==> src/rtl/spi_sclk_gen_if.sv <==
// Control/status bundle between the SPI control FSM and the SCLK generator.
// The master side issues transactions; the slave side is the generator.
interface spi_sclk_gen_if #(
   parameter int DIV_W = 16,
   parameter int CNT_W = 6
);
   logic             start;
   logic [DIV_W-1:0] div;
   logic             cpol;
   logic             cpha;
   logic [CNT_W-1:0] num_bits;
   logic             busy;
   logic             done;
   logic             sclk;
   logic             launch_stb;
   logic             sample_stb;
   logic [CNT_W-1:0] bit_idx;

   modport master (
      output start, div, cpol, cpha, num_bits,
      input  busy, done, sclk, launch_stb, sample_stb, bit_idx
   );

   modport slave (
      input  start, div, cpol, cpha, num_bits,
      output busy, done, sclk, launch_stb, sample_stb, bit_idx
   );
endinterface

==> src/rtl/spi_sclk_gen.sv <==
// Programmable SPI serial-clock generator with runtime divisor, CPOL/CPHA
// and a bounded burst of SCLK edges; all outputs registered.
module spi_sclk_gen #(
   parameter int DIV_W = 16,
   parameter int CNT_W = 6
) (
   input  logic         clk_in,
   input  logic         sync_rst,
   spi_sclk_gen_if.slave bus
);

   typedef enum logic [1:0] {
      S_IDLE,
      S_SETUP,
      S_ACTIVE,
      S_HOLD
   } state_e;

   localparam logic [DIV_W-1:0] HP_ONE = {{(DIV_W-1){1'b0}}, 1'b1};
   localparam logic [CNT_W-1:0] BI_ONE = {{(CNT_W-1){1'b0}}, 1'b1};
   localparam logic [CNT_W:0]   EC_ONE = {{CNT_W{1'b0}}, 1'b1};

   state_e           state_q, state_d;
   logic [DIV_W-1:0] div_q;
   logic             cpol_q;
   logic             cpha_q;
   logic [CNT_W-1:0] nb_q;
   logic [DIV_W-1:0] hp_q, hp_d;
   logic [CNT_W:0]   ec_q, ec_d;
   logic [CNT_W:0]   ec_nxt;
   logic [CNT_W:0]   ec_end;
   logic [CNT_W-1:0] bidx_q, bidx_d;
   logic             sclk_q, sclk_d;
   logic             busy_q, busy_d;
   logic             done_q, done_d;
   logic             lstb_q, lstb_d;
   logic             sstb_q, sstb_d;
   logic             tick;
   logic             last;
   logic             zero;
   logic             acc;

   assign tick   = (hp_q == div_q);
   assign ec_nxt = ec_q + EC_ONE;
   assign ec_end = {nb_q, 1'b0};
   assign last   = (ec_nxt == ec_end);
   assign zero   = (bus.num_bits == '0);
   assign acc    = (state_q == S_IDLE) && bus.start && !zero;

   always_ff @(posedge clk_in) begin
      if (sync_rst) begin
         state_q <= S_IDLE;
         hp_q    <= '0;
         ec_q    <= '0;
         bidx_q  <= '0;
         sclk_q  <= bus.cpol;
         busy_q  <= 1'b0;
         done_q  <= 1'b0;
         lstb_q  <= 1'b0;
         sstb_q  <= 1'b0;
      end else begin
         state_q <= state_d;
         hp_q    <= hp_d;
         ec_q    <= ec_d;
         bidx_q  <= bidx_d;
         sclk_q  <= sclk_d;
         busy_q  <= busy_d;
         done_q  <= done_d;
         lstb_q  <= lstb_d;
         sstb_q  <= sstb_d;
      end
   end

   // Transaction configuration is frozen for the whole burst.
   always_ff @(posedge clk_in) begin
      if (sync_rst) begin
         div_q  <= '0;
         cpol_q <= 1'b0;
         cpha_q <= 1'b0;
         nb_q   <= '0;
      end else if (acc) begin
         div_q  <= bus.div;
         cpol_q <= bus.cpol;
         cpha_q <= bus.cpha;
         nb_q   <= bus.num_bits;
      end
   end

   always_comb begin
      state_d = state_q;
      unique case (state_q)
         S_IDLE:   if (acc)          state_d = S_SETUP;
         S_SETUP:  if (tick)         state_d = S_ACTIVE;
         S_ACTIVE: if (tick && last) state_d = S_HOLD;
         S_HOLD:   if (tick)         state_d = S_IDLE;
         default:                    state_d = S_IDLE;
      endcase
   end

   always_comb begin
      hp_d   = tick ? '0 : hp_q + HP_ONE;
      ec_d   = ec_q;
      sclk_d = sclk_q;
      busy_d = busy_q;
      lstb_d = 1'b0;
      sstb_d = 1'b0;
      bidx_d = bidx_q;
      if (sstb_q && (bidx_q != nb_q))
         bidx_d = bidx_q + BI_ONE;
      unique case (state_q)
         S_IDLE: begin
            hp_d   = '0;
            ec_d   = '0;
            sclk_d = bus.cpol;
            bidx_d = '0;
            busy_d = acc;
            lstb_d = acc && !bus.cpha;
         end
         S_SETUP: begin
            sclk_d = cpol_q;
         end
         S_ACTIVE: begin
            if (tick) begin
               ec_d   = ec_nxt;
               sclk_d = ~sclk_q;
               // Odd edges are leading, even edges trailing.
               if (ec_nxt[0]) begin
                  lstb_d = cpha_q;
                  sstb_d = !cpha_q;
               end else begin
                  lstb_d = !cpha_q && !last;
                  sstb_d = cpha_q;
               end
            end
         end
         S_HOLD: begin
            if (tick) begin
               busy_d = 1'b0;
               bidx_d = '0;
            end
         end
         default: begin
            busy_d = 1'b0;
         end
      endcase
      // done marks the last busy cycle, or the cycle after a zero-bit start.
      done_d = ((state_q == S_IDLE) && bus.start && zero) ||
               ((state_d == S_HOLD) && (hp_d == div_q));
   end

   assign bus.busy       = busy_q;
   assign bus.done       = done_q;
   assign bus.sclk       = sclk_q;
   assign bus.launch_stb = lstb_q;
   assign bus.sample_stb = sstb_q;
   assign bus.bit_idx    = bidx_q;

endmodule

==> src/flat_wrapper.sv <==
// flat-port wrapper written by rule: the top's interface ports become plain ports
module spi_sclk_gen_flat 
#(
   parameter int DIV_W = 16,
   parameter int CNT_W = 6
)
  (clk_in, sync_rst, bus_start, bus_div, bus_cpol, bus_cpha, bus_num_bits, bus_busy, bus_done, bus_sclk, bus_launch_stb, bus_sample_stb, bus_bit_idx);
  spi_sclk_gen_if #(.DIV_W(DIV_W), .CNT_W(CNT_W)) bus_i ();
  input  logic clk_in;
  input  logic sync_rst;
  input wire logic [$bits(bus_i.start)-1:0] bus_start;
  input wire logic [$bits(bus_i.div)-1:0] bus_div;
  input wire logic [$bits(bus_i.cpol)-1:0] bus_cpol;
  input wire logic [$bits(bus_i.cpha)-1:0] bus_cpha;
  input wire logic [$bits(bus_i.num_bits)-1:0] bus_num_bits;
  output wire logic [$bits(bus_i.busy)-1:0] bus_busy;
  output wire logic [$bits(bus_i.done)-1:0] bus_done;
  output wire logic [$bits(bus_i.sclk)-1:0] bus_sclk;
  output wire logic [$bits(bus_i.launch_stb)-1:0] bus_launch_stb;
  output wire logic [$bits(bus_i.sample_stb)-1:0] bus_sample_stb;
  output wire logic [$bits(bus_i.bit_idx)-1:0] bus_bit_idx;
  assign bus_i.start = bus_start;
  assign bus_i.div = bus_div;
  assign bus_i.cpol = bus_cpol;
  assign bus_i.cpha = bus_cpha;
  assign bus_i.num_bits = bus_num_bits;
  assign bus_busy = bus_i.busy;
  assign bus_done = bus_i.done;
  assign bus_sclk = bus_i.sclk;
  assign bus_launch_stb = bus_i.launch_stb;
  assign bus_sample_stb = bus_i.sample_stb;
  assign bus_bit_idx = bus_i.bit_idx;
  spi_sclk_gen #(.DIV_W(DIV_W), .CNT_W(CNT_W)) u_core (.clk_in(clk_in), .sync_rst(sync_rst), .bus(bus_i));
endmodule
==> config.mk <==
export PLATFORM = sky130hd
export DESIGN_NAME = spi_sclk_gen_flat
export DESIGN_NICKNAME = d
export VERILOG_FILES = /design/src/rtl/spi_sclk_gen_if.sv /design/src/rtl/spi_sclk_gen.sv /design/src/flat_wrapper.sv
export SDC_FILE = /design/constraint.sdc
export NUM_CORES = 1
export LEC_CHECK = 0
export CORE_ASPECT_RATIO = 1.4
export CORE_MARGIN = 4
export CORE_UTILIZATION = 35
export DETAILED_ROUTE_END_ITERATION = 8
export SYNTH_ARGS = -nofsm -noshare
export SYNTH_HDL_FRONTEND = slang
export SYNTH_SLANG_ARGS = --single-unit
==> constraint.sdc <==
create_clock -name clk_in -period 6.2 [get_ports clk_in]
set_clock_uncertainty 0.05 [all_clocks]
set_input_delay 0.62 -clock clk_in [delete_from_list [all_inputs] [get_ports clk_in]]
set_output_delay 0.62 -clock clk_in [all_outputs]
set_load 0.005 [all_outputs]
After elaboration in Yosys (flattened, before gate mapping) --
Index checks and enable logic that the tools add are counted.
Cells by class: add/sub/neg operators 3, multiplexer cells 21, multipliers 0, div/mod/pow operators 0, $lt $le $gt $ge 0, reduce and logical (&&, ||, !) cells 22, bitwise operators 3, shift operators 0, eq/ne operators 11
Operators by type and width (count):
- == test 16 bit | 2
- 2-to-1 mux 16 bit | 2
- adder 16 x 1 -> 16 bit (second input constant) | 1
- case mux 7 bit (2 select lines) | 1
- 2-to-1 mux 6 bit | 2
- case mux 6 bit (2 select lines) | 1
- logical AND 1 bit | 8
- 2-to-1 mux 2 bit | 4
- case mux 2 bit (4 select lines) | 1
- adder 7 x 1 -> 7 bit (second input constant) | 1
- == test 7 bit | 1
- 2-to-1 mux 7 bit | 1
- adder 6 x 1 -> 6 bit (second input constant) | 1
- == test 2 bit (second input constant) | 3
- logical NOT 6 bit | 1
- 2-to-1 mux 1 bit | 6
- inequality test 6 bit | 1
- AND reduction 2 bit | 3
- logical NOT 1 bit | 4
- inequality test 2 x 1 -> 1 bit (second input constant) | 2
- case mux 1 bit (2 select lines) | 2
- nonzero test 2 bit | 2
- nonzero test 4 bit | 1
- inequality test 3 x 2 -> 1 bit (second input constant) | 1
- 6 further kinds | 8
Storage, ports and cells: bits in registers 60, logic and storage cells 73, input bits 27, output and inout port bits 11, memories 0, RAM bits 0, ROM bits 0, bits in latches 0

Depth between registers and ports, before layout --
Gate-level depths: netlist of run 1.
depth in word-level cells 8, depth in mapped cells 9, depth with buffers taken out 9

Least setup slack after synthesis of run 1 --
OpenSTA, ideal clock, no wires.
path type register to register, start point reg u_core.hp_q[1], end point reg u_core.done_q, in the netlist u_core.bus.done, slack 4.090 ns, buffers on the path 0, setup time 0.057 ns, required time 6.093 ns, clock period less this slack 2.110 ns, cell stages (with the launch flop) 9, data arrival time 2.003 ns, cell sequence dfxtp_1 > ha_1 > nand3_1 > xor2_1 > or4bb_1 > a21oi_1 > o21ai_0 > nor4_1 > a21o_1
Between the ends: longest elaborated chain between the ends 7, elaborated cells on any way between the ends 13, classes of those cells add/sub (1); eq/ne (3); mux (6); reduce/logical (3)
RTL lines:
- from (decl) | line spi_sclk_gen.sv:28 | logic [DIV_W-1:0] hp_q, hp_d;
- from (signal assigned) | line spi_sclk_gen.sv:63 | hp_q <= hp_d;
- branches (longest 5 deep; another with adder 16 x 1 -> 16 bit)
- logical AND 1 bit (*) | line spi_sclk_gen.sv:148 | ((state_d == S_HOLD) && (hp_d == div_q));
- logical OR 1 bit (*) | line spi_sclk_gen.sv:147 | done_d = ((state_q == S_IDLE) && bus.start && zero) ||
- to (signal assigned) | line spi_sclk_gen.sv:68 | done_q <= done_d;
- to (decl) | line spi_sclk_gen.sv:35 | logic done_q, done_d;
Every way passes the cells marked *. A chain may end at the register's enable or synchronous reset.

Worst setup path in the final report of run 1 --
start point reg u_core.hp_q[0], end point reg u_core.done_q, in the netlist u_core.bus.done
Same word-level chain as after synthesis.

==> reports/results.ini, run 1 <==
[yosys]
syn-mean-instance-area_um2=8.047
ys_types=54
yosysWarnings=0
synth_edf_count=1
syn_inst=417
async_flop_share_pct=0
synth_seq_cells=60
ys_seq_area_share_pct=36.09
syn_nets=451
mappedNetlistArea_um2=3356
synth_flop_cell=dfxtp_1

[timing]
setup_viol=0
period_minus_slack_ns=2.859
fin_crit_sh_pct=46.12
hold_viol=0
setup_tns_ns=0
rsz0062_at_grt=no
maxSlewHeadroom_pct=24.84
slew_violations=0
worst_pin_slew_ns=1.124
fmax_mhz=349.7

[global_routing]
grt_max_degree=42
antenna_found_initial=0
grt_pass1_vias=3022
use_met3_pct=3.202
grt_pass1_wl_um=14410
grt_busiest_layer=met2
grt_remaining_overflow=0
globalRouteMet2Util_pct=29.88
track_usage_pct=16.47
grtUsageMet1_pct=16.89

[placed_design]
routabilityCongestion=0.8896
dp_hpwl_um=6447
dp_cells=546
dpl-instance-area_um2=3770
io_buffer_count=37

[critical_path]
cp-start-kind=register
arrival_ns=3.09
cp-end-kind=register
worst-setup-path-type=register to register
cp_data_required_time_ns=6.43
path_max_fanout=19
regToRegSetupSlack_ns=3.34

[layout]
area_delta_synth_final_pct=19.95
final_cell_mix=74 x nand2_1, 59 x dfxtp_1, 46 x xnor2_1
finalInstanceArea_um2=4025
num-nets-final=481
regArea_um2=1211
antenna_cells=0
layout_commonest_cell=nand2_1
drive_gt1_share_pct=5.531
multi_input_area_um2=1994
final.fill_count=967
final_cells=562

[cts]
cts.sinks=60
clockRootBuffer=clkbuf_16
clk_pin_slew_ns=0.05
cts.htree.levels=3
cts-buffers-inserted=9
cts_buffer_depth=2
cts_tree=yes
insertion_delay_ns=0.34
cts-resized-gates=0
holdBufCountCts=0
cts_setup_buffers=0

[route]
wl_um=8883
via_count=2999
drc=0
ant_nets=0
first_pass_iters=4
drt_iter0_drc=158
wl_per_cell_um=15.81
via_per_inst=5.336

[floorplan]
dieHeight_um=123.9
start_util_pct=35.67
io_pins=38
placement_rows=42
die_area_um2=11240
die_w_um=90.76
core_um2=9407

[power]
powerDensity_nw_per_um2=340.4
p_leak_uw=0.001363
peakVddDrop_mv=0.1560

[worst_hold_path]
hold_path_class=register to register

[outcome]
run_status=finished, final reports clean

[run]
cap_violations=0

==> worst paths after layout <==
path	start	end	depth (start not counted)
max reg2reg	u_core.hp_q[0]$_SDFF_PP0_	u_core.bus.done$_SDFF_PP0_	8
max	u_core.hp_q[0]$_SDFF_PP0_	u_core.bus.done$_SDFF_PP0_	8
min	u_core.cpol_q$_SDFFE_PP0P_	u_core.cpol_q$_SDFFE_PP0P_	2
min reg2reg	u_core.cpol_q$_SDFFE_PP0P_	u_core.cpol_q$_SDFFE_PP0P_	2
==> per-stage QoR <==
stage | utilization, % | setup WS (ns) | total power [uW] | hold slack, ns
global placement | 40.08 | 3.265 | 934.7 | 0.3981
finish | 42.79 | 3.341 | 1370 | 0.4163
detailed placement | 40.08 | 3.259 | 939.4 | 0.4096
floorplan | - | 4.090 | 815.5 | 0.3868
CTS | 42.79 | 3.381 | 1382 | 0.4172
global route | 42.79 | 3.095 | 1450 | 0.4403
==> where the power goes <==
part / leakage, uW / total, uW / internal [uW] / switching [uW]
registers: 0.000490 / 497 / 435 / 61.0
clock network: 0.000127 / 440 / 268 / 172
logic: 0.000746 / 433 / 170 / 264
==> layout make-up <==
type / count / area share (%)
tap: 110 / 3.419
timing repair buffer: 39 / 9.574
sequential: 60 / 30.09
clock inverter: 3 / 0.3730
multi-input combinational: 326 / 49.55
clock buffer: 13 / 5.968
inverter: 11 / 1.026
==> synthesized netlist by cell type, drive strengths merged (2+ instances only) <==
| cell | number | area [um2] |
|---|---|---|
| xor2 | 12 | 105.1 |
| nor2b | 2 | 12.51 |
| nand3 | 13 | 65.06 |
| nand3b | 2 | 15.01 |
| inv | 11 | 41.29 |
| nand2 | 74 | 277.8 |
| o32a | 2 | 20.02 |
| nand2b | 5 | 31.28 |
| clkbuf | 12 | 46.29 |
| ha | 7 | 87.58 |
| mux2i | 2 | 20.02 |
| o21bai | 2 | 15.01 |
| and3 | 4 | 25.02 |
| nor4b | 2 | 23.77 |
| nor4 | 8 | 65.06 |
| a22oi | 2 | 15.01 |
| nor2 | 41 | 153.9 |
| nand4 | 13 | 87.58 |
| o32ai | 5 | 43.79 |
| o31a | 2 | 17.52 |
| xnor2 | 46 | 402.9 |
| nor3b | 2 | 15.01 |
| nor3 | 11 | 55.05 |
| a21oi | 35 | 178.9 |
| or2 | 3 | 18.77 |
| a311oi | 4 | 35.03 |
| a211oi | 6 | 45.04 |
| dfxtp | 59 | 1181 |
| buf | 8 | 62.55 |
| o21ai | 6 | 30.03 |
==> critical path, cell delays in order (launching register included) <==
cell and delay (ns):
dfxtp_1 0.50, xnor2_1 0.19, nand4_1 0.17, nor4_4 0.76, or2_2 0.31, a21oi_1 0.06
o32a_1 0.30, nor3_1 0.31, a21o_1 0.17
==> state kept, by name, summed over array words and instances (netlist names) <==
register	cells
u_core.div_q	16
u_core.hp_q	16
u_core.ec_q	7
u_core.bus.bit_idx	6
u_core.nb_q	6
u_core.state_q	2
u_core.bus.busy	1
u_core.bus.done	1
u_core.bus.launch_stb	1
u_core.bus.sample_stb	1
u_core.bus.sclk	1
u_core.cpha_q	1
u_core.cpol_q	1
==> routing by layer <==
layer / part of all wire [%] / vias up
met2: 51 / 73
li1: - / 1502
met3: 4.4 / 29
met5: 0 / -
met1: 40 / 1395
met4: 4.8 / 0
==> logic make-up (layout without fill, tap and decap cells) <==
family,after synthesis,in the layout,share of synthesized area (%)
muxes,3,3,0.9321
AOI/OAI and AO/OA,72,72,13.98
buffers and inverters,31,66,4.474
xor gates and xnor gates,58,58,15.14
DFF,60,60,36.09
and+or+nand+nor,186,186,26.77
adders and majority gates,7,7,2.610
No activity file was read; power rests on OpenSTA's default activity.
==> inputs of run 2 (changes only) <==
Clock period 6.2 ns to 2.75 ns, I/O delays scaled along.
==> reports/results.ini, run 2 (synthesis results as in run 1) <==
[outcome]
run_status=finished, final reports clean  ; unchanged

[global_routing]
grt_pass1_vias=3004  ; was 3022
track_usage_pct=16.41  ; was 16.47%
grt_remaining_overflow=0  ; unchanged
antenna_found_initial=0  ; unchanged
grt_max_degree=38  ; was 42
grt_pass1_wl_um=14380  ; was 14410 um

[timing]
fin_crit_sh_pct=93.88  ; was 46.12%
setup_viol=0  ; unchanged
fmax_mhz=387.4  ; was 349.7 MHz
period_minus_slack_ns=2.582  ; was 2.859 ns
slew_violations=0  ; unchanged
worst_pin_slew_ns=0.5850  ; was 1.124 ns
hold_viol=0  ; unchanged
maxSlewHeadroom_pct=60.85  ; was 24.84%
rsz0062_at_grt=no  ; unchanged
setup_tns_ns=0  ; unchanged

[run]
cap_violations=0  ; unchanged

[floorplan]
start_util_pct=35.67  ; unchanged
dieHeight_um=123.9  ; unchanged
io_pins=38  ; unchanged
placement_rows=42  ; unchanged
die_w_um=90.76  ; unchanged
core_um2=9407  ; unchanged
die_area_um2=11240  ; unchanged

[power]
internal_power_uw=2138  ; was 873.3 uW
powerDensity_nw_per_um2=789.5  ; was 340.4 nW/um2
p_leak_uw=0.001425  ; was 0.001363 uW
power_frac_seq_pct=34.1  ; was 36.2%
swShare_pct=34.42  ; was 36.26%
power.switching_uw=1122  ; was 496.8 uW
power.total_uw=3261  ; was 1370 uW
peakVddDrop_mv=0.3726  ; was 0.1560 mV
comb_power_share_pct=32.4  ; was 31.6%
pwr-share-clk_pct=33.5  ; was 32.1%

[worst_hold_path]
worstHoldStart=u_core.cpol_q$_SDFFE_PP0P_  ; unchanged
hold_path_class=register to register  ; unchanged

[layout]
layout_commonest_cell=nand2_1  ; unchanged
num-nets-final=491  ; was 481
area_delta_synth_final_pct=23.08  ; was 19.95%
drive_gt1_share_pct=7.592  ; was 5.531%
final.fill_count=946  ; was 967
antenna_cells=0  ; unchanged
final_cell_mix=74 x nand2_1, 59 x dfxtp_1, 46 x xnor2_1  ; unchanged
multi_input_area_um2=1994  ; unchanged
regArea_um2=1211  ; unchanged
reg_top3=u_core.div_q x16, u_core.hp_q x16, u_core.ec_q x7  ; unchanged

[route]
via_count=3005  ; was 2999
wl_um=8691  ; was 8883 um
drc=0  ; unchanged
ant_nets=0  ; unchanged
first_pass_iters=4  ; unchanged
wl_met1_um=3650  ; was 3577 um
met2_length_um=4500  ; was 4491 um
met3_wirelength_um=250  ; was 392 um
via_per_inst=5.263  ; was 5.336
highest_layer=met4  ; unchanged
wl_per_cell_um=15.22  ; was 15.81 um
drt_iter0_drc=133  ; was 158

[cts]
insertion_delay_ns=0.33  ; was 0.34 ns
cts_tree=yes  ; unchanged
cts-buffers-inserted=9  ; unchanged
holdBufCountCts=0  ; unchanged
clk_pin_slew_ns=0.05  ; about the same
cts_buffer_depth=2  ; unchanged
cts-resized-gates=0  ; unchanged
cts.sinks=60  ; unchanged
cts_setup_buffers=0  ; unchanged
cts.htree.levels=3  ; unchanged
clockRootBuffer=clkbuf_16  ; unchanged

[critical_path]
critPathSlowestCell=or4bb_1  ; was nor4_4
cp-end-kind=register  ; unchanged
cp_data_required_time_ns=2.98  ; was 6.43 ns
path_max_fanout=9  ; was 19
path_delay_family=simple AND/OR/NAND/NOR gates  ; unchanged
worst-setup-path-type=register to register  ; unchanged
rr_startpoint=u_core.hp_q[0]$_SDFF_PP0_  ; unchanged
cpPeakStageDelay_ns=0.51  ; was 0.76 ns
cp-start-kind=register  ; unchanged
arrival_ns=2.81  ; was 3.09 ns
regToRegSetupSlack_ns=0.17  ; was 3.34 ns
startpoint=u_core.hp_q[0]$_SDFF_PP0_  ; unchanged
crit_buf_inv=0  ; unchanged
cp_cell_sequence=ha_1, nand3_1, xor2_1, or4bb_1, a21oi_1, o21ai_0, nor4_1, a21o_1  ; was xnor2_1, nand4_1, nor4_4, or2_2, a21oi_1, o32a_1, nor3_1, a21o_1

[placed_design]
io_buffer_count=37  ; unchanged
dp_hpwl_um=6528  ; was 6447 um
routabilityCongestion=0.8591  ; was 0.8896

==> run 2: cell types whose count changed in the layout (fill, tap and decap cells not counted), sizes merged <==
cell,delta
bufinv,+1
clkinv,-2
buf,+10
==> run 2: power groups by stage <==
stage	Clock (uW)	Sequential, uW	Combinational, uW
floorplan	0	1090	749
CTS	1120	1110	1070
finish	1090	1110	1060
global placement	0	1130	1050
detailed placement	0	1130	1060
global route	1160	1130	1180
==> run 2: per-layer routing <==
metal | track usage [%] | vias to the layer above
li1 | - | 1525
met1 | 17.94 | 1404
met2 | 29.05 | 57
met3 | 4.411 | 19
met4 | 8.812 | 0
met5 | 0 | -
==> run 2: layout make-up <==
| type | instances | share of cell area, % |
|---|---|---|
| multi-input combinational | 326 | 48.29 |
| sequential | 60 | 29.32 |
| timing repair buffer | 49 | 11.15 |
| clock buffer | 13 | 6.059 |
| tap | 110 | 3.332 |
| inverter | 11 | 0.9997 |
| clock inverter | 2 | 0.8482 |
==> run 2: worst paths after layout <==
check | endpoint | depth (start not counted)
min reg2reg | u_core.cpol_q$_SDFFE_PP0P_ | 2
max reg2reg | u_core.bus.done$_SDFF_PP0_ | 8
min | u_core.cpol_q$_SDFFE_PP0P_ | 2
max | u_core.bus.done$_SDFF_PP0_ | 8
==> run 2: worst register-to-register path: stages, from the launching register on <==
cell,delay [ns]
dfxtp_1,0.48
ha_1,0.28
nand3_1,0.11
xor2_1,0.35
or4bb_1,0.51
a21oi_1,0.17
o21ai_0,0.15
nor4_1,0.29
a21o_1,0.15
==> run 2: through the flow <==
stage	cells	util [%]	instance area, um2	setup slack, ns	hold slack, ns
global placement	556	40.88	3845	0.2630	0.4015
detailed placement	556	40.88	3845	0.2051	0.4120
global route	571	43.91	4130	0.01852	0.4310
floorplan	417	-	3356	0.6399	0.3610
finish	571	43.91	4130	0.1684	0.4155
CTS	571	43.91	4130	0.1682	0.4198
